**config.mk**
```make
export PLATFORM = sky130hd
export DESIGN_NAME = toy_bus_dbg_mst_node_ost
export DESIGN_NICKNAME = d
export VERILOG_FILES = /design/src/rtl/toy_bus_pkg.sv /design/src/rtl/toy_bus_sync_fifo.sv /design/src/rtl/toy_bus_dbg_mst_node_ost.sv
export SDC_FILE = /design/constraint.sdc
export NUM_CORES = 1
export LEC_CHECK = 0
export BUFFER_PORTS_ARGS = -buffer_cell sky130_fd_sc_hd__buf_2
export CELL_PAD_IN_SITES_DETAIL_PLACEMENT = 1
export CELL_PAD_IN_SITES_GLOBAL_PLACEMENT = 1
export CORE_UTILIZATION = 33
export CTS_CLUSTER_DIAMETER = 80
export DETAILED_ROUTE_END_ITERATION = 8
export HOLD_SLACK_MARGIN = 0.02
export PLACE_DENSITY_LB_ADDON = 0.12
export SETUP_SLACK_MARGIN = 0.05
export SLEW_MARGIN = 20
export SYNTH_ARGS = -nofsm -noshare
export SYNTH_HDL_FRONTEND = slang
export SYNTH_SLANG_ARGS = --single-unit
```
**constraint.sdc**
```tcl
create_clock -name clk -period 4.7 [get_ports clk]
set_input_delay 0 -clock clk [delete_from_list [all_inputs] [get_ports clk]]
set_output_delay 0 -clock clk [all_outputs]
set_load 0.05 [all_outputs]
```
**src/rtl/toy_bus_pkg.sv**
```systemverilog
// Shared definitions for the toy debug bus: opcode encoding and the
// helper that decides which requests need an entry in the tracking FIFO.
package toy_bus_pkg;

  typedef enum logic {
    OP_RD = 1'b0,
    OP_WR = 1'b1
  } opcode_e;

  localparam int unsigned OST_DEPTH_MIN = 32'd1;

  // Reads always come back with data; writes are only tracked when the node
  // is configured to answer them locally.
  function automatic logic needs_track(input logic opcode, input logic wr_ack_en);
    return (opcode == OP_RD) || wr_ack_en;
  endfunction

endpackage

```
**src/rtl/toy_bus_sync_fifo.sv**
```systemverilog
// Small synchronous FIFO with occupancy count. Push while full and pop while
// empty are ignored, so callers may drive them unconditionally.
module toy_bus_sync_fifo #(
  parameter int unsigned WIDTH = 8,
  parameter int unsigned DEPTH = 4,
  localparam int unsigned CNT_W = $clog2(DEPTH + 1),
  localparam int unsigned PTR_W = (DEPTH > 1) ? $clog2(DEPTH) : 1
) (
  input  logic             clk,
  input  logic             rst,
  input  logic             push_i,
  input  logic [WIDTH-1:0] wdata_i,
  input  logic             pop_i,
  output logic [WIDTH-1:0] rdata_o,
  output logic             full_o,
  output logic             empty_o,
  output logic [CNT_W-1:0] count_o
);

  logic [WIDTH-1:0] mem_q [DEPTH];
  logic [PTR_W-1:0] wr_ptr_q, wr_ptr_d;
  logic [PTR_W-1:0] rd_ptr_q, rd_ptr_d;
  logic [CNT_W-1:0] cnt_q, cnt_d;
  logic             do_push_s;
  logic             do_pop_s;

  function automatic logic [PTR_W-1:0] ptr_inc(input logic [PTR_W-1:0] ptr);
    if (ptr == PTR_W'(DEPTH - 1)) begin
      return '0;
    end else begin
      return ptr + PTR_W'(1);
    end
  endfunction

  assign full_o    = (cnt_q == CNT_W'(DEPTH));
  assign empty_o   = (cnt_q == CNT_W'(0));
  assign count_o   = cnt_q;
  assign rdata_o   = mem_q[rd_ptr_q];
  assign do_push_s = push_i && !full_o;
  assign do_pop_s  = pop_i && !empty_o;

  // Pointer and occupancy next-state.
  always_comb begin
    wr_ptr_d = wr_ptr_q;
    rd_ptr_d = rd_ptr_q;
    cnt_d    = cnt_q;
    if (do_push_s) begin
      wr_ptr_d = ptr_inc(wr_ptr_q);
    end else begin
      wr_ptr_d = wr_ptr_q;
    end
    if (do_pop_s) begin
      rd_ptr_d = ptr_inc(rd_ptr_q);
    end else begin
      rd_ptr_d = rd_ptr_q;
    end
    case ({do_push_s, do_pop_s})
      2'b10:   cnt_d = cnt_q + CNT_W'(1);
      2'b01:   cnt_d = cnt_q - CNT_W'(1);
      default: cnt_d = cnt_q;
    endcase
  end

  // Pointer and occupancy registers.
  always_ff @(posedge clk) begin
    if (rst) begin
      wr_ptr_q <= '0;
      rd_ptr_q <= '0;
      cnt_q    <= '0;
    end else begin
      wr_ptr_q <= wr_ptr_d;
      rd_ptr_q <= rd_ptr_d;
      cnt_q    <= cnt_d;
    end
  end

  // Storage array; contents are don't-care until written, so no reset.
  always_ff @(posedge clk) begin
    if (do_push_s) begin
      mem_q[wr_ptr_q] <= wdata_i;
    end
  end

endmodule

```
**src/rtl/toy_bus_dbg_mst_node_ost.sv**
```systemverilog
// Debug-master bus node: forwards requests downstream, tracks outstanding
// transactions in order, and returns registered acks to the master.
module toy_bus_dbg_mst_node_ost
  import toy_bus_pkg::*;
#(
  parameter int unsigned ADDR_W    = 32,
  parameter int unsigned DATA_W    = 32,
  parameter int unsigned ID_W      = 4,
  parameter int unsigned OST_DEPTH = 4,
  parameter int unsigned NODE_ID   = 0,
  parameter int unsigned WR_ACK_EN = 0,
  localparam int unsigned CNT_W    = $clog2(OST_DEPTH + 1)
) (
  input  logic                clk,
  input  logic                rst,
  input  logic                in0_req_vld,
  output logic                in0_req_rdy,
  input  logic [ADDR_W-1:0]   in0_req_addr,
  input  logic [DATA_W/8-1:0] in0_req_strb,
  input  logic [DATA_W-1:0]   in0_req_data,
  input  logic                in0_req_opcode,
  input  logic [ID_W-1:0]     in0_req_src_id,
  input  logic [ID_W-1:0]     in0_req_tgt_id,
  output logic                in0_ack_vld,
  input  logic                in0_ack_rdy,
  output logic                in0_ack_opcode,
  output logic [DATA_W-1:0]   in0_ack_data,
  output logic [ID_W-1:0]     in0_ack_src_id,
  output logic [ID_W-1:0]     in0_ack_tgt_id,
  output logic                out0_req_vld,
  input  logic                out0_req_rdy,
  output logic [ADDR_W-1:0]   out0_req_addr,
  output logic [DATA_W-1:0]   out0_req_data,
  output logic [DATA_W/8-1:0] out0_req_strb,
  output logic                out0_req_opcode,
  input  logic                out0_ack_vld,
  output logic                out0_ack_rdy,
  input  logic [DATA_W-1:0]   out0_ack_data,
  output logic [CNT_W-1:0]    ost_cnt,
  output logic                stray_ack_err
);

  typedef struct packed {
    opcode_e         opcode;
    logic [ID_W-1:0] src_id;
  } trk_entry_t;

  typedef struct packed {
    opcode_e           opcode;
    logic [DATA_W-1:0] data;
    logic [ID_W-1:0]   src_id;
    logic [ID_W-1:0]   tgt_id;
  } ack_pld_t;

  localparam logic            WR_ACK_ON = (WR_ACK_EN != 0);
  localparam logic [ID_W-1:0] NODE_ID_V = ID_W'(NODE_ID);

  trk_entry_t push_entry_s;
  trk_entry_t head_s;
  logic       fifo_full_s;
  logic       fifo_empty_s;
  logic       track_s;
  logic       blocked_s;
  logic       push_s;
  logic       load_ok_s;
  logic       head_rd_s;
  logic       head_wr_s;
  logic       rd_pop_s;
  logic       wr_pop_s;
  logic       pop_s;
  logic       stray_s;
  logic       ack_vld_q, ack_vld_d;
  ack_pld_t   ack_pld_q, ack_pld_d;
  logic       stray_q, stray_d;
  logic       unused_s;

  // The target id of a request is routed downstream by address, not by this node.
  assign unused_s = ^in0_req_tgt_id;

  assign track_s   = needs_track(in0_req_opcode, WR_ACK_ON);
  assign blocked_s = track_s && fifo_full_s;

  assign out0_req_vld    = in0_req_vld && !blocked_s;
  assign in0_req_rdy     = out0_req_rdy && !blocked_s;
  assign out0_req_addr   = in0_req_addr;
  assign out0_req_data   = in0_req_data;
  assign out0_req_strb   = in0_req_strb;
  assign out0_req_opcode = in0_req_opcode;

  assign push_s              = out0_req_vld && out0_req_rdy && track_s;
  assign push_entry_s.opcode = opcode_e'(in0_req_opcode);
  assign push_entry_s.src_id = in0_req_src_id;

  toy_bus_sync_fifo #(
    .WIDTH ($bits(trk_entry_t)),
    .DEPTH (OST_DEPTH)
  ) u_trk_fifo (
    .clk     (clk),
    .rst     (rst),
    .push_i  (push_s),
    .wdata_i (push_entry_s),
    .pop_i   (pop_s),
    .rdata_o (head_s),
    .full_o  (fifo_full_s),
    .empty_o (fifo_empty_s),
    .count_o (ost_cnt)
  );

  assign load_ok_s = !ack_vld_q || in0_ack_rdy;
  assign head_rd_s = !fifo_empty_s && (head_s.opcode == OP_RD);
  assign head_wr_s = !fifo_empty_s && (head_s.opcode == OP_WR) && WR_ACK_ON;
  assign rd_pop_s  = head_rd_s && load_ok_s && out0_ack_vld;
  assign wr_pop_s  = head_wr_s && load_ok_s;
  assign pop_s     = rd_pop_s || wr_pop_s;
  assign stray_s   = fifo_empty_s && out0_ack_vld;

  // Downstream ack ready: swallow anything while empty, else only a read head with room.
  always_comb begin
    out0_ack_rdy = 1'b0;
    if (fifo_empty_s) begin
      out0_ack_rdy = 1'b1;
    end else begin
      out0_ack_rdy = head_rd_s && load_ok_s;
    end
  end

  // Ack register next-state: load on pop, drop on acceptance, otherwise hold.
  always_comb begin
    ack_vld_d = ack_vld_q;
    ack_pld_d = ack_pld_q;
    if (pop_s) begin
      ack_vld_d        = 1'b1;
      ack_pld_d.opcode = head_s.opcode;
      ack_pld_d.data   = rd_pop_s ? out0_ack_data : '0;
      ack_pld_d.src_id = NODE_ID_V;
      ack_pld_d.tgt_id = head_s.src_id;
    end else if (in0_ack_rdy) begin
      ack_vld_d = 1'b0;
    end else begin
      ack_vld_d = ack_vld_q;
    end
  end

  // Sticky stray-ack flag next-state.
  always_comb begin
    stray_d = stray_q;
    if (stray_s) begin
      stray_d = 1'b1;
    end else begin
      stray_d = stray_q;
    end
  end

  // Ack output and error registers.
  always_ff @(posedge clk) begin
    if (rst) begin
      ack_vld_q <= 1'b0;
      ack_pld_q <= '0;
      stray_q   <= 1'b0;
    end else begin
      ack_vld_q <= ack_vld_d;
      ack_pld_q <= ack_pld_d;
      stray_q   <= stray_d;
    end
  end

  assign in0_ack_vld    = ack_vld_q;
  assign in0_ack_opcode = ack_pld_q.opcode;
  assign in0_ack_data   = ack_pld_q.data;
  assign in0_ack_src_id = ack_pld_q.src_id;
  assign in0_ack_tgt_id = ack_pld_q.tgt_id;
  assign stray_ack_err  = stray_q;

endmodule

```
==> impl_metrics.py, run 1 <==
metrics = {
    "status": {
        "status": "aborted with a tool error",
        "stop_stage": "clock tree synthesis (4_1_cts)",
        "error": "[ERROR RSZ-0060] Max buffer count reached.",
    },
    "cts": {
        "numCtsBuffers": 9,
        "cts.root.buffer_cell": "clkbuf_8",
        "cts_resized": 0,
        "clk_path_buf_depth": 2,
        "ctsHoldBuffers": 101,
        "cts_max_level": 3,
        "clock_sink_count": 68,
        "cts_setup_buffers": 0,
    },
    "yosys": {
        "yosysSeqAreaShare_pct": 43.7,
        "async_reset_ff_share_pct": 0,
        "synth-main-ff-cell": "dfxtp_1",
        "ys_ff_latch": 68,
        "mappedNetlistArea_mm2": 0.00358,
        "avgSynthCellArea_um2": 11.0,
        "synth_edf_count": 20,
        "synth_cell_type_count": 31,
        "postSynthCellCount": 324,
        "synth_warnings": 0,
    },
    "floorplan": {
        "die_x_um": 106,
        "initial_core_util_pct": 34.3,
        "row_count": 37,
        "die_h_um": 106,
        "pin_count": 233,
    },
    "placement": {
        "numPortBuffers": 88,
        "dp_hpwl_mm": 4.52,
        "finalWeightedCongestion": 0.647,
        "post-place-cells": 465,
    },
}
through the flow:
| step | hold slack (ns) | util [%] | setup WS (ns) | area (um^2) |
|---|---|---|---|---|
| after floorplan | 0.0989 | - | 2.02 | 3590 |
| after global placement | 0.000341 | 34.1 | 1.74 | 3550 |
| after detailed placement | 0.000341 | 34.1 | 1.69 | 3550 |
synthesized netlist by cell type (2+ instances only):
cell	number	area (um^2)
nand2b_1	75	469
buf_4	73	548
dfxtp_1	48	961
mux2i_1	40	400
edfxtp_1	20	601
clkbuf_1	10	37.5
nor2_1	8	30.0
ha_1	6	75.1
inv_1	6	22.5
a21oi_1	4	20.0
and2_1	4	25.0
buf_12	3	60.1
mux4_1	3	78.8
nor2b_1	3	18.8
or3_1	3	18.8
nor3_1	2	10.0
xor2_1	2	17.5
cells by family after synthesis:
kind of cell	Yosys count	synth area share, %
adders and majority gates	7	2.66
buffers and inverters	94	19.3
other	1	0.105
DFF	68	43.7
and+or+nand+nor	100	17.7
xor gates and xnor gates	2	0.490
AOI/OAI and AO/OA	6	1.29
muxes	46	14.8
==> inputs of run 2 (changes only) <==
Settings changed: CELL_PAD_IN_SITES_DETAIL_PLACEMENT 1 to default, CELL_PAD_IN_SITES_GLOBAL_PLACEMENT 1 to default, CORE_UTILIZATION 33 to 20, CTS_CLUSTER_DIAMETER 80 to default, HOLD_SLACK_MARGIN 0.02 to default, PLACE_DENSITY_LB_ADDON 0.12 to 0.15, SETUP_SLACK_MARGIN 0.05 to default.
==> run 2 against run 1 <==
The run now ends clean. Area after synthesis did not move. Synthesized cell count unchanged.
==> impl_metrics.py, run 2 <==
metrics = {
    "sta": {
        "tightest_slew_ns": 0.638,
        "rsz0062_at_grt": "no",
        "slew_viol_final": 0,
        "min_period_over_period_pct": 64.3,
        "timing.setup.tns_ns": 0,
        "fmax_mhz": 331,
        "relSlewSlack_pct": 57.5,
        "hold_viol_final": 0,
        "setup_viol": 0,
        "clock-skew-final_ns": 0.00564,
        "layout_min_cycle_time_ns": 3.02,
    },
    "yosys": {
        "synth_edf_count": 20,
        "synthTopCellsByArea": "dfxtp_1, edfxtp_1, buf_4",
        "netlist.area_leader.share_pct": 26.9,
        "avgSynthCellArea_um2": 11.0,
        "yosysSeqAreaShare_pct": 43.7,
        "postSynthCellCount": 324,
        "synth_warnings": 0,
        "async_reset_ff_share_pct": 0,
        "synth_top_cell_by_area": "dfxtp_1",
        "synth-main-ff-cell": "dfxtp_1",
        "synth_cell_type_count": 31,
        "ys_ff_latch": 68,
        "mappedNetlistArea_mm2": 0.00358,
        "yosysMostFrequentCell": "nand2b_1",
        "yosys-top-cells-count": "nand2b_1, buf_4, dfxtp_1",
    },
    "floorplan": {
        "die_x_um": 136,
        "row_count": 48,
        "dieArea_mm2": 0.0184,
        "pin_count": 233,
        "initial_core_util_pct": 20.6,
        "die_h_um": 136,
        "core-area_mm2": 0.0174,
    },
    "drt": {
        "wl_mm": 7.50,
        "via_per_inst": 3.67,
        "dr_total_vias": 2231,
        "drt_pre_antenna_iters": 4,
        "drt.antenna.violating_nets": 0,
        "detail_route.iter0.violations": 63,
        "wl_per_cell_um": 12.3,
        "drc": 0,
    },
    "layout": {
        "final-seq-area_mm2": 0.00156,
        "syn2layout_area_growth_pct": 20.5,
        "fin_nets": 500,
        "layout.cells.most_common": "buf_2",
        "fin_util_pct": 24.8,
        "fin_area_mm2": 0.00431,
        "diodes": 0,
        "multi_input_area_mm2": 0.00134,
        "instances_no_fill": 608,
        "largest_register_ffs": 32,
        "fillers": 1860,
        "drive_above_1_share_pct": 29.0,
        "final_cell_mix": "buf_2, nand2b_1, dfxtp_1",
    },
    "status": {
        "status": "completed",
    },
    "cts": {
        "clkTransAtPathRegs_ns": 0.06,
        "cts_resized": 0,
        "cts_tree": "yes",
        "clock_sink_count": 68,
        "numCtsBuffers": 9,
        "cts_max_level": 3,
        "cts_setup_buffers": 0,
        "cts.root.buffer_cell": "clkbuf_16",
        "clock_latency_ns": 0.33,
        "clk_path_buf_depth": 2,
    },
    "power_and_ir_drop": {
        "total_power_w": 0.00142,
        "power_density_mw_per_mm2": 329,
        "power_leakage_nw": 1.73,
        "ir_drop_v": 0.000225,
    },
    "placement": {
        "dp_hpwl_mm": 5.24,
        "post-place-cells": 554,
        "numPortBuffers": 88,
        "placed_area_mm2": 0.00366,
        "finalWeightedCongestion": 0.652,
    },
    "setup_path": {
        "end_kind": "flop",
        "reg2regPathDepth": 10,
        "worstSetupStartpointType": "flop",
        "cp.required_ns": 4.96,
        "rr_endpoint": "u_trk_fifo.count_o[2]",
        "worst_path_max_delay_cell": "dfxtp_1",
        "critPathTopFamily": "adder cells",
        "rrSetupSlack_ns": 1.68,
        "max_stage_delay_ns": 0.55,
        "cp.depth": 10,
        "arrival_ns": 3.28,
        "worst-path-buf-inv": 2,
        "critPathKind": "flop to flop",
        "crit_chain": "mux2_4 -> nor3b_4 -> o211ai_4 -> inv_8 -> ha_1 -> inv_1 -> fa_1 -> xor2_1 -> or3_1 -> a21oi_1",
        "cp_max_fo": 36,
    },
    "min_path": {
        "hold_path.class": "input pin to primary output",
        "hold_end": "out0_req_data[19]",
        "min_path_cells": 0,
        "min-delay-start": "in0_req_data[19]",
    },
    "global_route": {
        "grtUsageTotal_pct": 8.35,
        "antenna_found_initial": 0,
        "grt_overflow": 0,
        "grt_pass1_vias": 2223,
        "grt_pass1_wl_mm": 11.5,
        "grt_max_degree": 85,
    },
    "job": {
        "cap_violations": 0,
    },
}
-- run 2: cell type report --
type	count	area share (%)
Timing Repair Buffer	127	19.2
Clock buffer	9	5.23
Inverter	7	0.784
Tap cell	225	6.53
Sequential cell	68	36.2
Multi-Input combinational cell	165	31.0
Clock inverter	7	1.02
-- run 2: how the worst max path moves through the flow --
stage	start	to	slack, ns
floorplan	u_trk_fifo.count_o[2]	u_trk_fifo.count_o[2]	2.02
global placement	flop	u_trk_fifo.count_o[2]	1.69
detailed placement	flop	u_trk_fifo.count_o[2]	1.65
CTS	flop	u_trk_fifo.count_o[2]	1.61
global route	flop	u_trk_fifo.count_o[2]	1.47
finish	flop	u_trk_fifo.count_o[2]	1.68
-- run 2: cell families after synthesis --
| logic type | synth area share [%] |
|---|---|
| muxes | 14.8 |
| AOI/OAI and AO/OA | 1.29 |
| adders and majority gates | 2.66 |
| other | 0.105 |
| and+or+nand+nor | 17.7 |
| xor gates and xnor gates | 0.490 |
| buffers and inverters | 19.3 |
| DFF | 43.7 |
-- run 2: what timing repair did --
action                                  CTS  global route
hold buffers                             38             0
endpoints found under the setup margin    0             0
hold endpoints to repair                 53             0
-- run 2: power breakdown --
group | switching [W] | internal [W]
registers | 0.00000917 | 0.000618
logic | 0.000103 | 0.0000754
clock network | 0.000261 | 0.000354
total | 0.000373 | 0.00105
-- run 2: stage by stage --
| stage | setup WS [ns] | hold slack [ns] |
|---|---|---|
| floorplan | 2.02 | 0.0989 |
| global placement | 1.69 | 0.000341 |
| detailed placement | 1.65 | 0.000341 |
| CTS | 1.61 | 0.000341 |
| global route | 1.47 | 0.0000718 |
| finish | 1.68 | 0.0000175 |
-- run 2: metal layers --
layer  vias to the layer above  part of all wire (%)  track usage (%)
li1                       1093                     -                -
met2                        94                    47             13.7
met5                         -                     0                0
met1                      1019                    41             8.92
met4                         0                   3.0             4.81
met3                        25                   8.9             3.59
No activity file was read; power rests on OpenSTA's default activity.
==> inputs of run 3 (changes only) <==
Settings changed: ABC_AREA from default to 1.
Clock period 4.7 ns to 2.62 ns, I/O delays scaled along.
==> run 3 against run 2 <==
Sequential power rose by 83%. Largest power group is now the clock network. First-iteration DRC count shrank 3.2%. Clock power up 100%. Clock skew grew 0.0027 ns. Core utilization rose by 0.22 points. Non-clock buffer count increased by 3. Cell count rose by 20%. Critical path depth rose by 2. Synthesized cell count is 38% higher. Register-to-register slack worse by 1.3 ns. Critical path type unchanged. Hold slack is essentially flat. Worst setup slack got worse by 1.3 ns.
==> impl_metrics.py, run 3 <==
metrics = {
    "status": {
        "status": "completed",
    },
    "setup_path": {
        "end_kind": "flop",
        "cp_max_fo": 11,
        "cp.required_ns": 2.84,
        "worst_path_max_delay_cell": "dfxtp_1",
        "arrival_ns": 2.47,
        "crit_chain": "inv_2 -> nand2_1 -> nand3_1 -> nand3_4 -> nor2_8 -> ha_1 -> inv_1 -> fa_1 -> a21oi_1 -> o21ai_0 -> o21ai_0 -> a21oi_1",
        "rrSetupSlack_ns": 0.37,
        "max_stage_delay_ns": 0.43,
        "reg2regPathDepth": 12,
        "worstSetupStartpointType": "flop",
        "critPathKind": "flop to flop",
        "rr_endpoint": "u_trk_fifo.count_o[2]",
    },
    "min_path": {
        "hold_end": "out0_req_data[13]",
        "min_path_cells": 0,
        "hold_path.class": "input pin to primary output",
        "min-delay-start": "in0_req_data[13]",
    },
    "cts": {
        "cts.root.buffer_cell": "clkbuf_16",
        "cts_tree": "yes",
        "clock_sink_count": 68,
        "cts_max_level": 3,
        "numCtsBuffers": 9,
        "clkTransAtPathRegs_ns": 0.06,
        "clock_latency_ns": 0.34,
        "clk_path_buf_depth": 2,
    },
    "drt": {
        "drt_pre_antenna_iters": 4,
        "drt.antenna.violating_nets": 0,
        "detail_route.iter0.violations": 61,
        "wl_mm": 8.93,
        "via_per_inst": 3.87,
        "wl_per_cell_um": 12.2,
        "drc": 0,
        "dr_total_vias": 2825,
    },
    "yosys": {
        "ys_ff_latch": 68,
        "mappedNetlistArea_mm2": 0.00355,
        "synth_cell_type_count": 26,
        "synthTopCellsByArea": "dfxtp_1, edfxtp_1, buf_4",
        "async_reset_ff_share_pct": 0,
        "synth-main-ff-cell": "dfxtp_1",
        "yosysMostFrequentCell": "nor2_1",
        "yosysSeqAreaShare_pct": 44.0,
        "postSynthCellCount": 448,
        "synth_top_cell_by_area": "dfxtp_1",
        "synth_edf_count": 20,
        "avgSynthCellArea_um2": 7.93,
        "netlist.area_leader.share_pct": 27.1,
        "yosys-top-cells-count": "nor2_1, buf_4, inv_1",
        "synth_warnings": 0,
    },
    "sta": {
        "tightest_slew_ns": 0.593,
        "hold_viol_final": 0,
        "fmax_mhz": 445,
        "timing.setup.tns_ns": 0,
        "clock-skew-final_ns": 0.00831,
        "slew_viol_final": 0,
        "relSlewSlack_pct": 60.3,
        "setup_viol": 0,
        "setup_slack_ns": 0.371,
        "layout_min_cycle_time_ns": 2.25,
        "holdWs_ns": 0.0000193,
        "rsz0062_at_grt": "no",
        "min_period_over_period_pct": 85.8,
    },
    "floorplan": {
        "row_count": 48,
        "core-area_mm2": 0.0173,
        "pin_count": 233,
        "dieArea_mm2": 0.0183,
        "die_x_um": 135,
        "die_h_um": 135,
        "initial_core_util_pct": 20.5,
    },
    "global_route": {
        "grt_pass1_wl_mm": 13.5,
        "grt_overflow": 0,
        "antenna_found_initial": 0,
        "grtUsageTotal_pct": 9.95,
        "grt_pass1_vias": 2641,
        "grt_max_degree": 42,
    },
    "power_and_ir_drop": {
        "total_power_w": 0.00288,
        "power_leakage_nw": 2.02,
        "ir_drop_v": 0.000304,
        "power_density_mw_per_mm2": 664,
    },
    "job": {
        "cap_violations": 0,
    },
    "layout": {
        "drive_above_1_share_pct": 23.6,
        "layout.cells.most_common": "nor2_1",
        "syn2layout_area_growth_pct": 21.9,
        "final_cell_mix": "nor2_1, buf_2, inv_1",
        "fin_area_mm2": 0.00433,
        "largest_register_ffs": 32,
        "diodes": 0,
        "fin_nets": 622,
    },
    "placement": {
        "finalWeightedCongestion": 0.749,
        "placed_area_mm2": 0.00369,
        "numPortBuffers": 88,
        "pre_cts_ws_ns": 0.384,
        "dp_hpwl_mm": 5.83,
    },
}
-- run 3: cell types whose count changed in the layout (fill, tap and decap cells not counted), moves of 7 or more --
| cell | before | now |
|---|---|---|
| nand2_1 | 0 | 51 |
| buf_4 | 1 | 8 |
| nor2_1 | 8 | 97 |
| mux2i_1 | 40 | 0 |
| nand2b_1 | 75 | 0 |
| inv_1 | 6 | 60 |
| nand4_1 | 0 | 35 |
| o21ai_0 | 1 | 15 |
-- run 3: final cells by class --
type / count / area [um^2]
clock inverters: 7 / 75.1
well taps: 225 / 282
repair buffers: 130 / 841
inverters: 62 / 233
clock buffers: 9 / 225
multi-input cells: 229 / 1110
flip-flops and latches: 68 / 1560
fillers: 1953 / 13000
-- run 3: worst max-delay path, delay by kind of cell (launching register included) --
kind	cells	cell delay, ns
adder cells (fa/ha/maj)	2	0.51
AO/OA/AOI/OAI	4	0.47
AND/OR/NAND/NOR	4	0.45
buffers and inverters	2	0.26
flip-flops	1	0.43
-- run 3: logic make-up after synthesis --
family | after synthesis | share of synthesized area (%)
AOI/OAI and AO/OA | 28 | 4.26
buffers and inverters | 154 | 25.0
adders and majority gates | 7 | 2.68
other | 1 | 0.106
and+or+nand+nor | 190 | 24.0
DFF | 68 | 44.0
-- run 3: timing repair --
action,in CTS,in global routing
setup endpoints to repair,0,0
endpoints found under the hold margin,49,0
hold buffers,34,0
setup buffers,0,0
resized for setup,0,0
-- run 3: worst max path at each step --
stage,startpoint,to,cells past startpoint
5_1_grt,flop,u_trk_fifo.count_o[2],12
3_5_place_dp,flop,u_trk_fifo.count_o[2],12
3_3_place_gp,flop,u_trk_fifo.count_o[2],12
4_1_cts,flop,u_trk_fifo.count_o[2],12
2_1_floorplan,u_trk_fifo.count_o[2],u_trk_fifo.count_o[2],12
6_report,flop,u_trk_fifo.count_o[2],12
-- run 3: metal layers --
layer  GRT usage [%]  routed length (um)  vias to the layer above
li1                -                   -                     1434
met3            3.18                 541                       32
met1            11.7                4000                     1264
met4            6.30                 260                        0
met2            15.7                4130                       95
met5               0                   0                        -
-- run 3: power by group --
part	internal [W]	switching [W]	total (W)
clock network	0.000740	0.000493	0.00123
logic	0.000151	0.000343	0.000493
registers	0.00113	0.0000228	0.00115
-- run 3: stage by stage --
| stage | utilization, % | cells |
|---|---|---|
| 3_3_place_gp | 21.3 | 680 |
| 5_1_grt | 25.0 | 730 |
| 6_report | 25.0 | 730 |
| 3_5_place_dp | 21.3 | 680 |
| 4_1_cts | 25.0 | 730 |
| 2_1_floorplan | - | 451 |
